### src/rtl/program_sequencer_if.sv
// program_sequencer_if: control/status bundle for program_sequencer.
//
// Signals (direction as seen by the sequencer):
//   en          in   advance enable; 0 freezes all sequencer state
//   op[2:0]     in   control op (NEXT/JMP/JZ/JNZ/CALL/RET/HALT/RETI)
//   target      in   jump/call destination
//   zero        in   accumulator-zero flag for JZ/JNZ
//   irq         in   level-sensitive interrupt request
//   pc          out  registered program counter
//   halted      out  1 while in HALTED
//   stack_full  out  return stack is full
//   stack_empty out  return stack is empty
//   depth       out  number of stacked return addresses
//   err         out  sticky overflow/underflow flag
//   irq_ack     out  one-cycle pulse on interrupt entry
//
// Modports: master drives the controls (core/testbench), slave is the sequencer.
interface program_sequencer_if #(
    parameter int unsigned ADDR_W      = 8,
    parameter int unsigned STACK_DEPTH = 8
);
    localparam int unsigned DEPTH_W = $clog2(STACK_DEPTH + 1);

    logic              en;
    logic [2:0]        op;
    logic [ADDR_W-1:0] target;
    logic              zero;
    logic              irq;
    logic [ADDR_W-1:0] pc;
    logic              halted;
    logic              stack_full;
    logic              stack_empty;
    logic [DEPTH_W-1:0] depth;
    logic              err;
    logic              irq_ack;

    modport master (
        output en, op, target, zero, irq,
        input  pc, halted, stack_full, stack_empty, depth, err, irq_ack
    );

    modport slave (
        input  en, op, target, zero, irq,
        output pc, halted, stack_full, stack_empty, depth, err, irq_ack
    );
endinterface

### src/rtl/program_sequencer.sv
// program_sequencer: program counter with return stack, HALT state and optional interrupts.
//
// Ports:
//   clk  single clock, all state changes on the rising edge
//   rst  synchronous active-high reset (overrides en, op and irq)
//   bus  program_sequencer_if.slave: en/op/target/zero/irq in,
//        pc/halted/stack_full/stack_empty/depth/err/irq_ack out
//
// Configuration:
//   SEQ_IRQ_EN  when defined, adds interrupt entry, the ie register and RETI ie-restore.
//               When undefined, irq is ignored, irq_ack is 0 and RETI behaves as RET.
module program_sequencer #(
    parameter int unsigned       ADDR_W      = 8,
    parameter int unsigned       STACK_DEPTH = 8,
    parameter logic [ADDR_W-1:0] RESET_VEC   = '0,
    parameter logic [ADDR_W-1:0] IRQ_VEC     = ADDR_W'('hF0)
) (
    input logic                clk,
    input logic                rst,
    program_sequencer_if.slave bus
);
    localparam int unsigned DEPTH_W = $clog2(STACK_DEPTH + 1);
    localparam int unsigned PTR_W   = $clog2(STACK_DEPTH);

    typedef enum logic {StRun, StHalted} state_e;

    typedef enum logic [2:0] {
        OpNext = 3'b000,
        OpJmp  = 3'b001,
        OpJz   = 3'b010,
        OpJnz  = 3'b011,
        OpCall = 3'b100,
        OpRet  = 3'b101,
        OpHalt = 3'b110,
        OpReti = 3'b111
    } op_e;

    state_e             state_q;
    logic [ADDR_W-1:0]  pc_q;
    logic [DEPTH_W-1:0] depth_q;
    logic               err_q;
    logic [ADDR_W-1:0]  stack_q [STACK_DEPTH];

    logic [ADDR_W-1:0]  pc_inc;
    logic               full;
    logic               empty;
    logic [DEPTH_W-1:0] depth_m1;
    logic [PTR_W-1:0]   push_ptr;
    logic [PTR_W-1:0]   pop_ptr;
    logic               take_irq;
    logic               irq_blocked;
    logic [ADDR_W-1:0]  irq_ret;

    assign pc_inc   = pc_q + ADDR_W'(1);  // wraps modulo 2^ADDR_W
    assign full     = (depth_q == DEPTH_W'(STACK_DEPTH));
    assign empty    = (depth_q == '0);
    assign depth_m1 = depth_q - DEPTH_W'(1);
    // Push slot is the current depth; top of stack is one below it.
    assign push_ptr = depth_q[PTR_W-1:0];
    assign pop_ptr  = depth_m1[PTR_W-1:0];
    // A halted core has already "executed" the HALT, so it resumes after it.
    assign irq_ret  = (state_q == StHalted) ? pc_inc : pc_q;

`ifdef SEQ_IRQ_EN
    logic ie_q;
    logic irq_ack_q;

    assign take_irq    = bus.irq && ie_q && !full;
    assign irq_blocked = bus.irq && ie_q && full;
    assign bus.irq_ack = irq_ack_q;
`else
    logic unused_irq;

    assign unused_irq  = bus.irq;
    assign take_irq    = 1'b0;
    assign irq_blocked = 1'b0;
    assign bus.irq_ack = 1'b0;
`endif

    always_ff @(posedge clk) begin
        if (rst) begin
            state_q <= StRun;
            pc_q    <= RESET_VEC;
            depth_q <= '0;
            err_q   <= 1'b0;
`ifdef SEQ_IRQ_EN
            ie_q      <= 1'b1;
            irq_ack_q <= 1'b0;
`endif
        end else begin
`ifdef SEQ_IRQ_EN
            // Cleared every edge so the acknowledge is always a single-cycle pulse.
            irq_ack_q <= 1'b0;
`endif
            if (bus.en) begin
                if (take_irq) begin
                    // Interrupt entry wins over op; the op of this cycle is dropped.
                    stack_q[push_ptr] <= irq_ret;
                    depth_q           <= depth_q + DEPTH_W'(1);
                    pc_q              <= IRQ_VEC;
                    state_q           <= StRun;
`ifdef SEQ_IRQ_EN
                    ie_q      <= 1'b0;
                    irq_ack_q <= 1'b1;
`endif
                end else begin
                    if (irq_blocked) begin
                        err_q <= 1'b1;
                    end
                    if (state_q == StRun) begin
                        case (bus.op)
                            OpNext: pc_q <= pc_inc;
                            OpJmp:  pc_q <= bus.target;
                            OpJz:   pc_q <= bus.zero ? bus.target : pc_inc;
                            OpJnz:  pc_q <= bus.zero ? pc_inc : bus.target;
                            OpCall: begin
                                if (!full) begin
                                    stack_q[push_ptr] <= pc_inc;
                                    depth_q           <= depth_q + DEPTH_W'(1);
                                    pc_q              <= bus.target;
                                end else begin
                                    pc_q  <= pc_inc;
                                    err_q <= 1'b1;
                                end
                            end
                            OpRet, OpReti: begin
                                if (!empty) begin
                                    pc_q    <= stack_q[pop_ptr];
                                    depth_q <= depth_m1;
                                end else begin
                                    pc_q  <= pc_inc;
                                    err_q <= 1'b1;
                                end
`ifdef SEQ_IRQ_EN
                                // RETI re-enables interrupts even on underflow.
                                if (bus.op == OpReti) begin
                                    ie_q <= 1'b1;
                                end
`endif
                            end
                            OpHalt: state_q <= StHalted;
                            default: pc_q <= pc_q;
                        endcase
                    end
                end
            end
        end
    end

    assign bus.pc          = pc_q;
    assign bus.halted      = (state_q == StHalted);
    assign bus.stack_full  = full;
    assign bus.stack_empty = empty;
    assign bus.depth       = depth_q;
    assign bus.err         = err_q;
endmodule
### src/flat_wrapper.sv
// flat-port wrapper written by rule: the top's interface ports become plain ports
module program_sequencer_flat 
#(
    parameter int unsigned       ADDR_W      = 8,
    parameter int unsigned       STACK_DEPTH = 8,
    parameter logic [ADDR_W-1:0] RESET_VEC   = '0,
    parameter logic [ADDR_W-1:0] IRQ_VEC     = ADDR_W'('hF0)
)
  (clk, rst, bus_en, bus_op, bus_target, bus_zero, bus_irq, bus_pc, bus_halted, bus_stack_full, bus_stack_empty, bus_depth, bus_err, bus_irq_ack);
  program_sequencer_if #(.ADDR_W(ADDR_W), .STACK_DEPTH(STACK_DEPTH)) bus_i ();
  input logic clk;
  input logic rst;
  input wire logic [$bits(bus_i.en)-1:0] bus_en;
  input wire logic [$bits(bus_i.op)-1:0] bus_op;
  input wire logic [$bits(bus_i.target)-1:0] bus_target;
  input wire logic [$bits(bus_i.zero)-1:0] bus_zero;
  input wire logic [$bits(bus_i.irq)-1:0] bus_irq;
  output wire logic [$bits(bus_i.pc)-1:0] bus_pc;
  output wire logic [$bits(bus_i.halted)-1:0] bus_halted;
  output wire logic [$bits(bus_i.stack_full)-1:0] bus_stack_full;
  output wire logic [$bits(bus_i.stack_empty)-1:0] bus_stack_empty;
  output wire logic [$bits(bus_i.depth)-1:0] bus_depth;
  output wire logic [$bits(bus_i.err)-1:0] bus_err;
  output wire logic [$bits(bus_i.irq_ack)-1:0] bus_irq_ack;
  assign bus_i.en = bus_en;
  assign bus_i.op = bus_op;
  assign bus_i.target = bus_target;
  assign bus_i.zero = bus_zero;
  assign bus_i.irq = bus_irq;
  assign bus_pc = bus_i.pc;
  assign bus_halted = bus_i.halted;
  assign bus_stack_full = bus_i.stack_full;
  assign bus_stack_empty = bus_i.stack_empty;
  assign bus_depth = bus_i.depth;
  assign bus_err = bus_i.err;
  assign bus_irq_ack = bus_i.irq_ack;
  program_sequencer #(.ADDR_W(ADDR_W), .STACK_DEPTH(STACK_DEPTH), .RESET_VEC(RESET_VEC), .IRQ_VEC(IRQ_VEC)) u_core (.clk(clk), .rst(rst), .bus(bus_i));
endmodule
### config.mk
export PLATFORM = sky130hd
export DESIGN_NAME = program_sequencer_flat
export DESIGN_NICKNAME = d
export VERILOG_FILES = /design/src/rtl/program_sequencer_if.sv /design/src/rtl/program_sequencer.sv /design/src/flat_wrapper.sv
export SDC_FILE = /design/constraint.sdc
export NUM_CORES = 1
export LEC_CHECK = 0
export BUFFER_PORTS_ARGS = -buffer_cell sky130_fd_sc_hd__buf_2
export CAP_MARGIN = 20
export CELL_PAD_IN_SITES_DETAIL_PLACEMENT = 1
export CELL_PAD_IN_SITES_GLOBAL_PLACEMENT = 1
export CORE_ASPECT_RATIO = 1.5
export CORE_MARGIN = 2
export CORE_UTILIZATION = 39
export DETAILED_ROUTE_END_ITERATION = 12
export GPL_TIMING_DRIVEN = 0
export HOLD_SLACK_MARGIN = 0.1
export PLACE_DENSITY = 0.61
export SYNTH_ARGS = -nofsm -noshare
export SYNTH_HDL_FRONTEND = slang
export SYNTH_SLANG_ARGS = --single-unit
### constraint.sdc
create_clock -name clk -period 3.5 [get_ports clk]
set_input_delay 0 -clock clk [delete_from_list [all_inputs] [get_ports clk]]
set_output_delay 0 -clock clk [all_outputs]
set_load 0.02 [all_outputs]
==> results of run 1 <==
-- per-layer routing --
| layer | vias up | global-route usage (%) | wire length, um |
|---|---|---|---|
| met5 | - | 0 | 0 |
| met3 | 11 | 4.22 | 354 |
| met2 | 53 | 37.3 | 5230 |
| met4 | 0 | 6.35 | 167 |
| li1 | 1108 | - | - |
| met1 | 1202 | 23.7 | 3750 |
-- cell usage after synthesis (all sizes together), types with 2 or more instances --
| master | count |
|---|---|
| nand2 | 12 |
| o21ai | 7 |
| mux2 | 2 |
| clkbuf | 2 |
| or2 | 2 |
| o22ai | 2 |
| a211oi | 3 |
| nand2b | 10 |
| o31a | 2 |
| nand3b | 2 |
| o21a | 3 |
| nor2b | 2 |
| o21bai | 5 |
| a31oi | 2 |
| dfxtp | 14 |
| a311oi | 3 |
| inv | 9 |
| buf | 10 |
| mux4 | 14 |
| a21oi | 11 |
| edfxtp | 64 |
| a41oi | 5 |
| mux2i | 2 |
| xor2 | 6 |
| xnor2 | 6 |
| nor2 | 27 |
| a2bb2oi | 5 |
| nand3 | 5 |
| nor3 | 5 |
| clkinv | 2 |
| ha | 4 |
-- repair_timing --
| action | CTS | global route |
|---|---|---|
| resized for setup | 0 | 2 |
| endpoints found under the hold margin | 9 | 0 |
| hold buffers | 11 | 0 |
| setup endpoints to repair | 0 | 10 |
-- state kept, by name, summed over array words and instances, names as in the netlist --
| register | flops |
|---|---|
| u_core.stack_q | 64 |
| u_core.bus.pc | 8 |
| u_core.bus.depth | 4 |
| u_core.bus.err | 1 |
| u_core.bus.halted | 1 |
-- power by group through the flow --
stage / Combinational, W / Clock [W] / Sequential [W]
after CTS: 0.000294 / 0.00103 / 0.00105
after detailed placement: 0.000283 / 0 / 0.00107
after floorplan: 0.000176 / 0 / 0.00108
after global placement: 0.000280 / 0 / 0.00107
after global routing: 0.000316 / 0.00106 / 0.00105
final: 0.000289 / 0.00101 / 0.00105
-- final cells by class --
| type | instances | area (um^2) |
|---|---|---|
| flip-flops and latches | 78 | 2200 |
| fillers | 940 | 4780 |
| plain buffers | 12 | 77.6 |
| multi-input cells | 162 | 1320 |
| clock inverters | 7 | 96.3 |
| well taps | 112 | 140 |
| clock buffers | 9 | 225 |
| inverters | 11 | 41.3 |
| repair buffers | 41 | 265 |
-- through the flow --
stage | util [%] | hold slack (ns) | instance area, um^2 | instances | power [W]
after floorplan | - | 0.141 | 3630 | 263 | 0.00126
after global placement | 42.8 | 0.263 | 3910 | 403 | 0.00135
after detailed placement | 42.9 | 0.287 | 3930 | 405 | 0.00135
after CTS | 47.7 | 0.203 | 4360 | 432 | 0.00237
after global routing | 47.7 | 0.228 | 4370 | 432 | 0.00243
final | 47.7 | 0.200 | 4370 | 432 | 0.00235
-- tightest hold or removal path, cell delays in order --
cell and delay (ns):
buf_4 0.15, nand2_2 0.13, xnor2_1 0.08, nor2_1 0.08, a211oi_1 0.05
-- kinds of logic after synthesis --
group	Yosys count	synth area share, %
adder cells (fa/ha/maj)	4	1.38
XOR/XNOR	12	3.10
flip-flops	78	60.6
buffers and inverters	23	3.20
AND/OR/NAND/NOR	72	9.96
multiplexers	18	9.96
AO/OA/AOI/OAI	55	11.7
other	1	0.103
-- worst paths after layout --
kind / from / end
hold reg to reg: u_core.bus.err / u_core.bus.err
setup / recovery: u_core.bus.depth[0] / u_core.bus.pc[2]
hold / removal: bus_op[0] / u_core.bus.depth[1]
setup reg to reg: u_core.bus.depth[0] / u_core.bus.pc[2]
==> results, run 1 <==
- The run finished with clean final reports.
- At the pin with the least slew margin, the transition time is 0.887 ns.
- In this design, the critical path's most frequently occurring cell is buf_2.
- The final number of max-transition violations came to 0.
- The stage delay of the slowest cell on the critical path is 0.58 ns.
- In this run the worst path has a maximum fanout of 10.
- The most frequent standard cell in the layout excluding fill and tap cells is edfxtp_1.
- Registers are responsible for 44.7% of the overall power.
- The number of distinct standard cells referenced by the synthesized netlist is 56.
- The H-tree was split into 3 levels.
- The number of stages on the worst setup path is 9.
- The critical path launch point type is a register.
- The floorplan step set the die width to 82.8 um.
- The gate count after technology mapping is 263.
- The core footprint is 9150 um^2.
- In the synthesized netlist the async set-or-reset flop fraction comes to 0%.
- Across all register-to-register paths, the minimum setup slack is 0.19 ns.
- In this run the power density over the cells is 539 nW/um^2.
- The worst setup slack before clock tree synthesis is 0.140 ns.
- The element type at the critical path end is a register.
- The net count reported at finish is 335.
- The number of buffers created by CTS is 9.
- The power spent charging and discharging nets is 0.000581 W.
- Setup repair after global routing left no endpoint under its margin.
- The pre-antenna-repair detailed-routing pass consisted of 4 iterations.
- Cell internal power was estimated by the tool at 0.00177 W.
- Sequential cells were found to cover 60.6% of the synthesized design area.
- In this run the remaining antenna-violating nets after routing total 0.
- The post-synthesis area per instance is 13.8 um^2.
- The die is 122 um tall.
- The global placement routability congestion is 0.761.
- The critical path goes through clkbuf_4 -> inv_1 -> ha_1 -> buf_2 -> buf_2 -> mux4_2 -> a21oi_1 -> a41oi_1 -> dlygate4sd3_1.
- After detailed routing, the number of remaining DRC violations is 0.
- The library cells used most frequently in the layout, excluding fill and tap cells, are edfxtp_1 (64), buf_2 (33), nor2_1 (27).
- After clock tree synthesis, the clock-pin slew on the worst setup and hold paths is 0.06 ns.
- The share of total power dissipated in combinational logic is 12.3%.
- During I/O placement, the number of pins put on the boundary was 33.
- The first-iteration detailed-routing DRC count is 153.
- Static timing analysis puts the maximum clock frequency at 302 MHz.
- The worst path needs 3.31 ns of the cycle, external delays included.
- The wire length reported by the detailed router is 9510 um.
- Of the cells placed in the final design, the portion with a size suffix greater than 1 is 25.3%.
- For the final routed database, the setup TNS stands at 0 ns.
- The worst hold path was traced through 5 stages.
- For this design the static power due to leakage is 1.53 nW.
- The number of inserted diodes is 0.
- The most common flop cell mapped by yosys is edfxtp_1.
- Row generation in the floorplan step produced 43 rows.
- After detailed routing, the number of vias per cell comes to 5.50.
- The number of buffers inserted by port buffering is 28.
- The critical path contains buffers and inverters numbering 5 combined.
- STA puts the critical path data required time at 3.72 ns.
- Detailed placement ended at an HPWL of 6820 um.
- Clock tree synthesis selected as its root buffer the cell clkbuf_16.
- The first global-routing pass estimated 14200 um of wire.
- Once the clock tree was built, the setup fixing pass inserted 0 buffers.
- The via count of the first global-routing pass is 2455.
- For the worst-skew pair, the clock arrives at the later sink with an insertion delay of 0.34 ns.
- VDD sags by at most 525 uV.
- The number of cells on the worst reg-to-reg path is 9.
- The count of warnings emitted by yosys is 0.
- For this configuration, the core starts out at a cell density of 39.7%.
- After synthesis the cells add up to 3630 um^2.
- Counting flops with a built-in enable in the synthesized netlist gives 64.
- The global-route total usage across every layer is 20.6%.
- The largest clock skew in the final design is 0.00659 ns.
- The number of antenna violations at the first check in global routing came to 0.
- The portion of total power attributed to the clock network is 43.0%.
- For this run the aggregate overflow at the end of global routing stands at 0.
- By area the synthesized netlist is led by edfxtp_1 (53%), mux4_2 (8.1%), dfxtp_1 (7.7%), nor2_1 (2.8%), nand2b_1 (1.7%).
- The largest buffer count on any clock path is 2.
- Across all layers, the routed design uses 2374 vias.
- The type of the most critical hold path is input pin to register.
- Entering global routing, the biggest net connects 15 pins.
- The setup path with the least slack is of type register to register.
- The clock drives 78 sinks.
- The worst endpoint data arrival time is 3.53 ns.
- Headroom to the max-slew limit came out at 40.4%.
- The final critical path takes up 94.5% of the cycle.
- Relative to the synthesized area, the layout overhead comes to 20.2%.
- Broken down by cell family, the worst path's largest delay share belongs to buffers and inverters.
- The synthesized design spends more area on one cell type than any other, namely edfxtp_1.
- Setup slack closes at 0.194 ns.
- The per-cell routed wire length is 22.0 um.
- The die covers 10100 um^2.
- Across the run, the number of max-cap violations was 0.
- In this run switching power makes up 24.7% of total power.
- On the critical path, the stage with the largest delay is an instance of dlygate4sd3_1.
- The top cell type by area accounts for 52.9% of the synthesized area.
- TritonCTS built the clock tree.
- The total count of hold-check failures in the final report came to 0.
- Counting flops and latches in the post-synthesis netlist gives 78.
- Setup violations remaining at the end of the flow were counted as 0.
- When the netlist entered floorplanning its net count stood at 283.
(Power assumes the default switching activity.)
==> run 2: changes to the inputs <==
==> constraint.sdc (replaced) <==
create_clock -name clk -period 3.5 [get_ports clk]
set_input_delay 0.525 -clock clk [delete_from_list [all_inputs] [get_ports clk]]
set_output_delay 0.525 -clock clk [all_outputs]
set_load 0.02 [all_outputs]
==> run 2 against run 1 <==
Compared with the run above: flip-flop and latch count stayed put; utilization is 1.2 points lower; sequential power hardly changed; largest cell class unchanged; largest power group unchanged; die area stayed put; maximum frequency is 2.8% higher; final cell count is 2.5% lower; clock skew is 0.00051 ns lower.
==> results, run 2 (synthesis gave the netlist of run 1 again) <==
- The global placement routability congestion came to 0.761 (unchanged).
- The first-pass GRT wire length is 14100 um (-0.97%).
- The top cell types in the final layout, fill and taps aside, are edfxtp_1 (64), buf_2 (34), nor2_1 (27).
- The post-layout minimum cycle time was 3.22 ns (-0.0891 ns).
- The number of buffers inserted by port buffering is 28 (unchanged).
- The initial standard-cell utilization of the core came to 39.7% (unchanged).
- Setup repair after global routing left no endpoint under its margin.
- The global-route total usage across every layer is 20.4% (-0.17 points).
- The final number of max-transition violations is 0 (unchanged).
- The horizontal die dimension was 82.8 um (unchanged).
- The area of the multi-input gates is 1320 um^2 (+0.38%).
- The clock root buffer is clkbuf_16.
- The maximum operating frequency is 311 MHz (+2.8%).
- The worst-path cell with the longest stage delay is nor2_1.
- The via density per instance is 5.55 (+0.97%).
- The stage delay of the slowest cell on the critical path is 0.72 ns (+0.14 ns).
- The count of max-cap constraint violations came to 0 (unchanged).
- The number of top-level design ports is 33 (unchanged).
- The number of buffers created by CTS is 9 (unchanged).
- The net count reported at finish came to 324 (-3.3%).
- The maximum vdd drop is 524 uV (-0.20%).
- The actual transition at the worst max-transition pin came to 0.885 ns (-0.00165 ns).
- The critical path in this run is classified as register to register.
- The area enclosed by the die boundary is 10100 um^2 (unchanged).
- The number of rows created at floorplan is 43 (unchanged).
- The first-iteration detailed-routing DRC count is 139 (-9.2%).
- The count of filler cells inserted in the layout is 942 (+0.21%).
- The final design instance area without fill is 4260 um^2 (-2.5%).
- The maximum level of the CTS H-tree is 3 (unchanged).
- The worst endpoint data arrival time came to 3.18 ns (-0.35 ns).
- The number of clock sinks is 78 (unchanged).
- The top fanout value on the critical path is 10 (unchanged).
- The ratio of total power to cell area is 549 nW/um^2 (+2.0%).
- The half-perimeter wire length after detailed placement is 6820 um (unchanged).
- The clock latency of the later-clocked register in the worst-skew pair came to 0.34 ns (about the same).
- The signal on the critical path passes through buf_2 -> inv_1 -> ha_1 -> nand3b_1 -> nand4b_1 -> nor2_1 -> nand2_1 -> nor2_1.
- More flip-flops sit in one register than any other, and that register is u_core.stack_q.
- The required time at the endpoint of the critical path is 3.46 ns (-0.26 ns).
- The static leakage is 1.49 nW (-2.8%).
- The worst setup path is launched from a register.
- The area growth from synthesis to layout is 17.3%.
- The via count of the first global-routing pass came to 2423 (-1.3%).
- The cell area after placement is 3930 um^2 (unchanged).
- The core footprint was 9150 um^2 (unchanged).
- The flip-flop count of the largest register, all copies and words added is 64 (unchanged).
- The ratio of cells with drive above 1 in the final layout is 26.5% (+1.2 points).
- The flow ran to the end, and the final reports show no timing, DRC or antenna violations.
- The post-route antenna net violation count is 0 (unchanged).
- The post-route clock period utilization is 91.9% (-2.5 points).
- The flip-flop and latch area is 2200 um^2 (unchanged).
- The largest clock skew in the final design is 0.00608 ns (-0.000507 ns).
- The die outline height is 122 um (unchanged).
- The first-pass detailed-route iteration total came to 4 (unchanged).
- The clock tree from TritonCTS is done.
- The number of antenna violations at the first check in global routing is 0 (unchanged).
- The path class of the tightest hold or removal check is input pin to register.
- The overall overflow remaining after global route was 0 (unchanged).
- The setup fix buffers added after clock tree synthesis is 0 (unchanged).
- The normalized max-slew margin is 40.8% (+0.32 points).
- The number of inserted diodes came to 0 (unchanged).
- The total count of hold-check failures in the final report is 0 (unchanged).
- The library cell used most frequently in the layout, excluding fill and tap cells, is edfxtp_1.
- STA classifies the critical path endpoint as a register.
- The via count is 2336 (-1.6%).
- The per-cell routed wire length came to 22.4 um (+1.7%).
- The most repeated library cell on the critical path is nor2_1.
- The final standard cell count with taps included and fillers excluded was 421 (-2.5%).
- The DRC violation count after routing is 0 (unchanged).
- The largest buffer count on any clock path is 2 (unchanged).
- The count of placed standard cells including taps is 405 (unchanged).
- The final setup violation count is 0 (unchanged).
- The post-cts hold buffer count is 0 (-11).
- The largest net degree at the start of global routing is 15 (unchanged).
- The wire length reported by the detailed router is 9430 um (-0.85%).
- The clock input transition at the sequential cells of the worst setup and hold paths was 0.06 ns (about the same).
## run 2: cell types whose count changed in the layout (fill, tap and decap cells not counted)
cell	previous run	this run
nor3_1	4	3
dlygate4sd3_1	11	0
buf_2	33	34
nor3_2	1	2
clkbuf_4	1	0
## run 2: path summary, 6_finish.rpt
kind                                     startpoint                    to  slack, ns  depth (start not counted)
worst max-delay path            u_core.bus.depth[0]  u_core.stack_q[5][3]       0.28                          8
worst min-delay path                         bus_en     u_core.bus.halted       0.46                          3
worst max register to register  u_core.bus.depth[0]  u_core.stack_q[5][3]       0.28                          8
worst min register to register       u_core.bus.err        u_core.bus.err       0.50                          2
## run 2: repair_timing
item / 4_1_cts / 5_1_grt
endpoints found under the hold margin: 0 / 0
resized for setup: 0 / 2
setup endpoints to repair: 0 / 9
## run 2: area by class of cell
cell class | count | share of cell area (%)
plain buffers | 12 | 1.76
clock inverters | 7 | 2.26
flip-flops and latches | 78 | 51.7
multi-input cells | 162 | 31.1
repair buffers | 30 | 3.64
inverters | 11 | 0.969
well taps | 112 | 3.29
clock buffers | 9 | 5.29
## run 2: metal layers
metal	up-vias	share of wire [%]	GRT usage, %
li1	1084	-	-
met1	1204	40	23.5
met2	40	56	36.9
met3	8	2.6	4.30
met4	0	1.5	6.35
met5	-	0	0
## run 2: worst max-delay path, delay by kind of cell, from the launching register on
| kind | cells | cell delay (ns) |
|---|---|---|
| and+or+nand+nor | 5 | 1.48 |
| buffers and inverters | 2 | 0.55 |
| adders and majority gates | 1 | 0.26 |
| DFF | 1 | 0.53 |
## run 2: stage by stage
stage | setup TNS (ns) | utilization (%) | setup slack (ns) | power, W | hold WS [ns]
6_report | 0 | 46.6 | 0.283 | 0.00234 | 0.461
3_5_place_dp | 0 | 42.9 | 0.140 | 0.00135 | 0.484
3_3_place_gp | -1.65 | 42.8 | -0.117 | 0.00135 | 0.458
2_1_floorplan | 0 | - | 0.907 | 0.00126 | 0.589
4_1_cts | 0 | 46.5 | 0.112 | 0.00236 | 0.461
5_1_grt | 0 | 46.6 | 0.00831 | 0.00242 | 0.478
## run 2: power by group
part           switching (W)  internal [W]
Combinational       0.000174      0.000106
Clock               0.000382      0.000625
Sequential         0.0000205       0.00103
==> run 3: changes to the inputs <==
--- a/config.mk
+++ b/config.mk
@@ -11,11 +11,11 @@
 export CELL_PAD_IN_SITES_GLOBAL_PLACEMENT = 1
 export CORE_ASPECT_RATIO = 1.5
 export CORE_MARGIN = 2
-export CORE_UTILIZATION = 39
+export CORE_UTILIZATION = 49
 export DETAILED_ROUTE_END_ITERATION = 12
 export GPL_TIMING_DRIVEN = 0
 export HOLD_SLACK_MARGIN = 0.1
-export PLACE_DENSITY = 0.61
+export PLACE_DENSITY = 0.75
 export SYNTH_ARGS = -nofsm -noshare
 export SYNTH_HDL_FRONTEND = slang
 export SYNTH_SLANG_ARGS = --single-unit
==> run 3 against run 2 <==
Compared with the run above: clock skew grew 0.0076 ns; worst hold slack lost 0.028 ns; largest power group unchanged; cell area shrank 3.1%; via count shrank 0.77%; die area shrank 20%; maximum frequency grew 11%; power shrank 12%; clock power shrank 27%; flip-flop and latch count is the same; wire length shrank 10%; worst setup slack gained 0.31 ns.
==> results, run 3 (synthesis gave the netlist of run 1 again) <==
- The met3 demand-to-capacity share in global routing is 3.57% (-0.72 points).
- Setup repair after global routing left no endpoint under its margin.
- The half-perimeter wire length after detailed placement came to 6340 um (-7.0%).
- TritonCTS built the clock tree.
- The overall overflow remaining after global route is 0 (unchanged).
- The most used routing layer in global routing is met2.
- The number of buffers inserted by port buffering is 28 (unchanged).
- The maximum level of the CTS H-tree is 3 (unchanged).
- The number of inserted diodes is 0 (unchanged).
- The DRC violation count after routing is 0 (unchanged).
- The first-iteration detailed-routing DRC count was 120 (-14%).
- The ratio of cells with drive above 1 in the final layout is 25.9% (-0.65 points).
- The die outline height is 109 um (-10%).
- The flip-flop count of the largest register, all copies and words added came to 64 (unchanged).
- The via count is 2318 (-0.77%).
- The worst endpoint data arrival time is 2.89 ns (-0.29 ns).
- The final standard cell count with taps included and fillers excluded came to 409 (-2.9%).
- The final setup violation count is 0 (unchanged).
- The startpoint of the most critical hold path is bus_en.
- The met1 layer usage reported by global route came to 27.6% (+4.2 points).
- The maximum vdd drop is 368 uV (-30%).
- The most frequent standard cell in the layout excluding fill and tap cells is edfxtp_1.
- The largest net degree at the start of global routing is 15 (unchanged).
- The net count reported at finish is 324 (unchanged).
- The number of antenna violations at the first check in global routing is 0 (unchanged).
- The startpoint of the worst setup timing path is u_core.bus.depth[0].
- The maximum operating frequency is 344 MHz (+11%).
- The number of cells upsized or downsized after cts is 0 (unchanged).
- The normalized max-slew margin is 46.5% (+5.7 points).
- The number of rows created at floorplan is 38 (-12%).
- The share of the core filled with cells was 57.1% (+11 points).
- The clock root buffer is clkbuf_8.
- The type of the worst setup path is register to register.
- The wire length reported by the detailed router was 8490 um (-10%).
- The post-cts hold buffer count is 0 (unchanged).
- The total count of hold-check failures in the final report is 0 (unchanged).
- The count of max-cap constraint violations is 0 (unchanged).
- The initial standard-cell utilization of the core is 50.3% (+11 points).
- The final total power is 0.00206 W (-12%).
- The area growth from synthesis to layout is 13.6%.
- The flow ran to the end, and the final reports show no timing, DRC or antenna violations.
- The ratio of total power to cell area came to 500 nW/um^2 (-9.0%).
- The area enclosed by the die boundary is 8130 um^2 (-20%).
- The post-layout minimum cycle time is 2.91 ns (-0.306 ns).
- The core footprint came to 7230 um^2 (-21%).
- The per-cell routed wire length came to 20.7 um (-7.4%).
- The top fanout value on the critical path is 10 (unchanged).
- The count of filler cells inserted in the layout is 741 (-21%).
- The via count of the first global-routing pass was 2475 (+2.1%).
- The first-pass GRT wire length was 13200 um (-6.2%).
- The largest buffer count on any clock path is 2 (unchanged).
- The first-pass detailed-route iteration total came to 4 (unchanged).
- The number of top-level design ports is 33 (unchanged).
- The element type at the critical path end is a register.
- The static leakage is 1.44 nW (-3.1%).
- The clock latency of the later-clocked register in the worst-skew pair came to 0.35 ns (about the same).
- The post-route antenna net violation count is 0 (unchanged).
- The register containing the most flip-flops in the final layout is u_core.stack_q.
- The number of clock sinks is 78 (unchanged).
- The via density per instance is 5.67 (+2.1%).
- The top cell types in the final layout, fill and taps aside, are edfxtp_1 (64), buf_2 (36), nor2_1 (27).
- The required time at the endpoint of the critical path is 3.48 ns (+0.02 ns).
- The summed negative setup slack over all endpoints came to 0 ns (unchanged).
- The worst setup path is launched from a register.
- The number of buffers created by CTS is 9 (unchanged).
- The clock input transition at the sequential cells of the worst setup and hold paths came to 0.09 ns (+0.03 ns).
- The global placement routability congestion is 0.853 (+12%).
- The actual transition at the worst max-transition pin was 0.800 ns (-0.0856 ns).
- The largest clock skew in the final design is 0.0137 ns (+0.00762 ns).
- The met2 track demand over resource was 39.5% (+2.5 points).
- The final number of max-transition violations is 0 (unchanged).
- The setup fix buffers added after clock tree synthesis is 0 (unchanged).
- The final-layout worst hold slack is 0.434 ns (-0.0276 ns).
- The global-route total usage across every layer is 23.3% (+2.9 points).
- The post-route clock period utilization is 83.2% (-8.7 points).
- The horizontal die dimension came to 74.3 um (-10%).
- The count of placed standard cells including taps came to 393 (-3.0%).
- The reg-to-reg startpoint is u_core.bus.depth[0].
- The type of the most critical hold path is input pin to register.
## run 3: metrics by stage
stage	instance area (um^2)	worst slack, ns
final	4130	0.589
after detailed placement	3910	0.520
after global placement	3900	0.157
after global routing	4130	0.295
after CTS	4130	0.511
after floorplan	3630	0.907
## run 3: layer usage
metal	vias to the layer above	part of all wire, %
li1	1086	-
met2	45	52
met1	1175	43
met4	0	2.2
met5	-	0
met3	12	2.8
## run 3: path summary, 6_finish.rpt
path,endpoint,slack [ns],cells past startpoint
max,u_core.stack_q[5][6],0.59,8
min,u_core.bus.halted,0.43,3
max reg2reg,u_core.stack_q[5][6],0.59,8
min reg2reg,u_core.bus.err,0.48,2
## run 3: critical path, stage by stage, from the launching register on
cell      delay [ns]
dfxtp_1         0.50
buf_2           0.34
inv_1           0.16
ha_1            0.27
nand3b_1        0.17
nand4b_1        0.11
nor2_1          0.20
nand2_1         0.15
nor2_1          0.65
## run 3: power by group
group          switching, W  internal, W
Clock              0.000337     0.000404
Sequential        0.0000200      0.00103
Combinational      0.000166     0.000105
Total              0.000523      0.00154
## run 3: area by class of cell
| cell class | instances | area, um^2 | share of cell area [%] |
|---|---|---|---|
| multi-input combinational | 162 | 1310 | 31.8 |
| sequential | 78 | 2200 | 53.4 |
| timing repair buffer | 30 | 150 | 3.64 |
| buffer | 12 | 75.1 | 1.82 |
| tap | 100 | 125 | 3.03 |
| clock inverter | 7 | 95.1 | 2.30 |
| inverter | 11 | 41.3 | 1.00 |
| clock buffer | 9 | 124 | 3.00 |
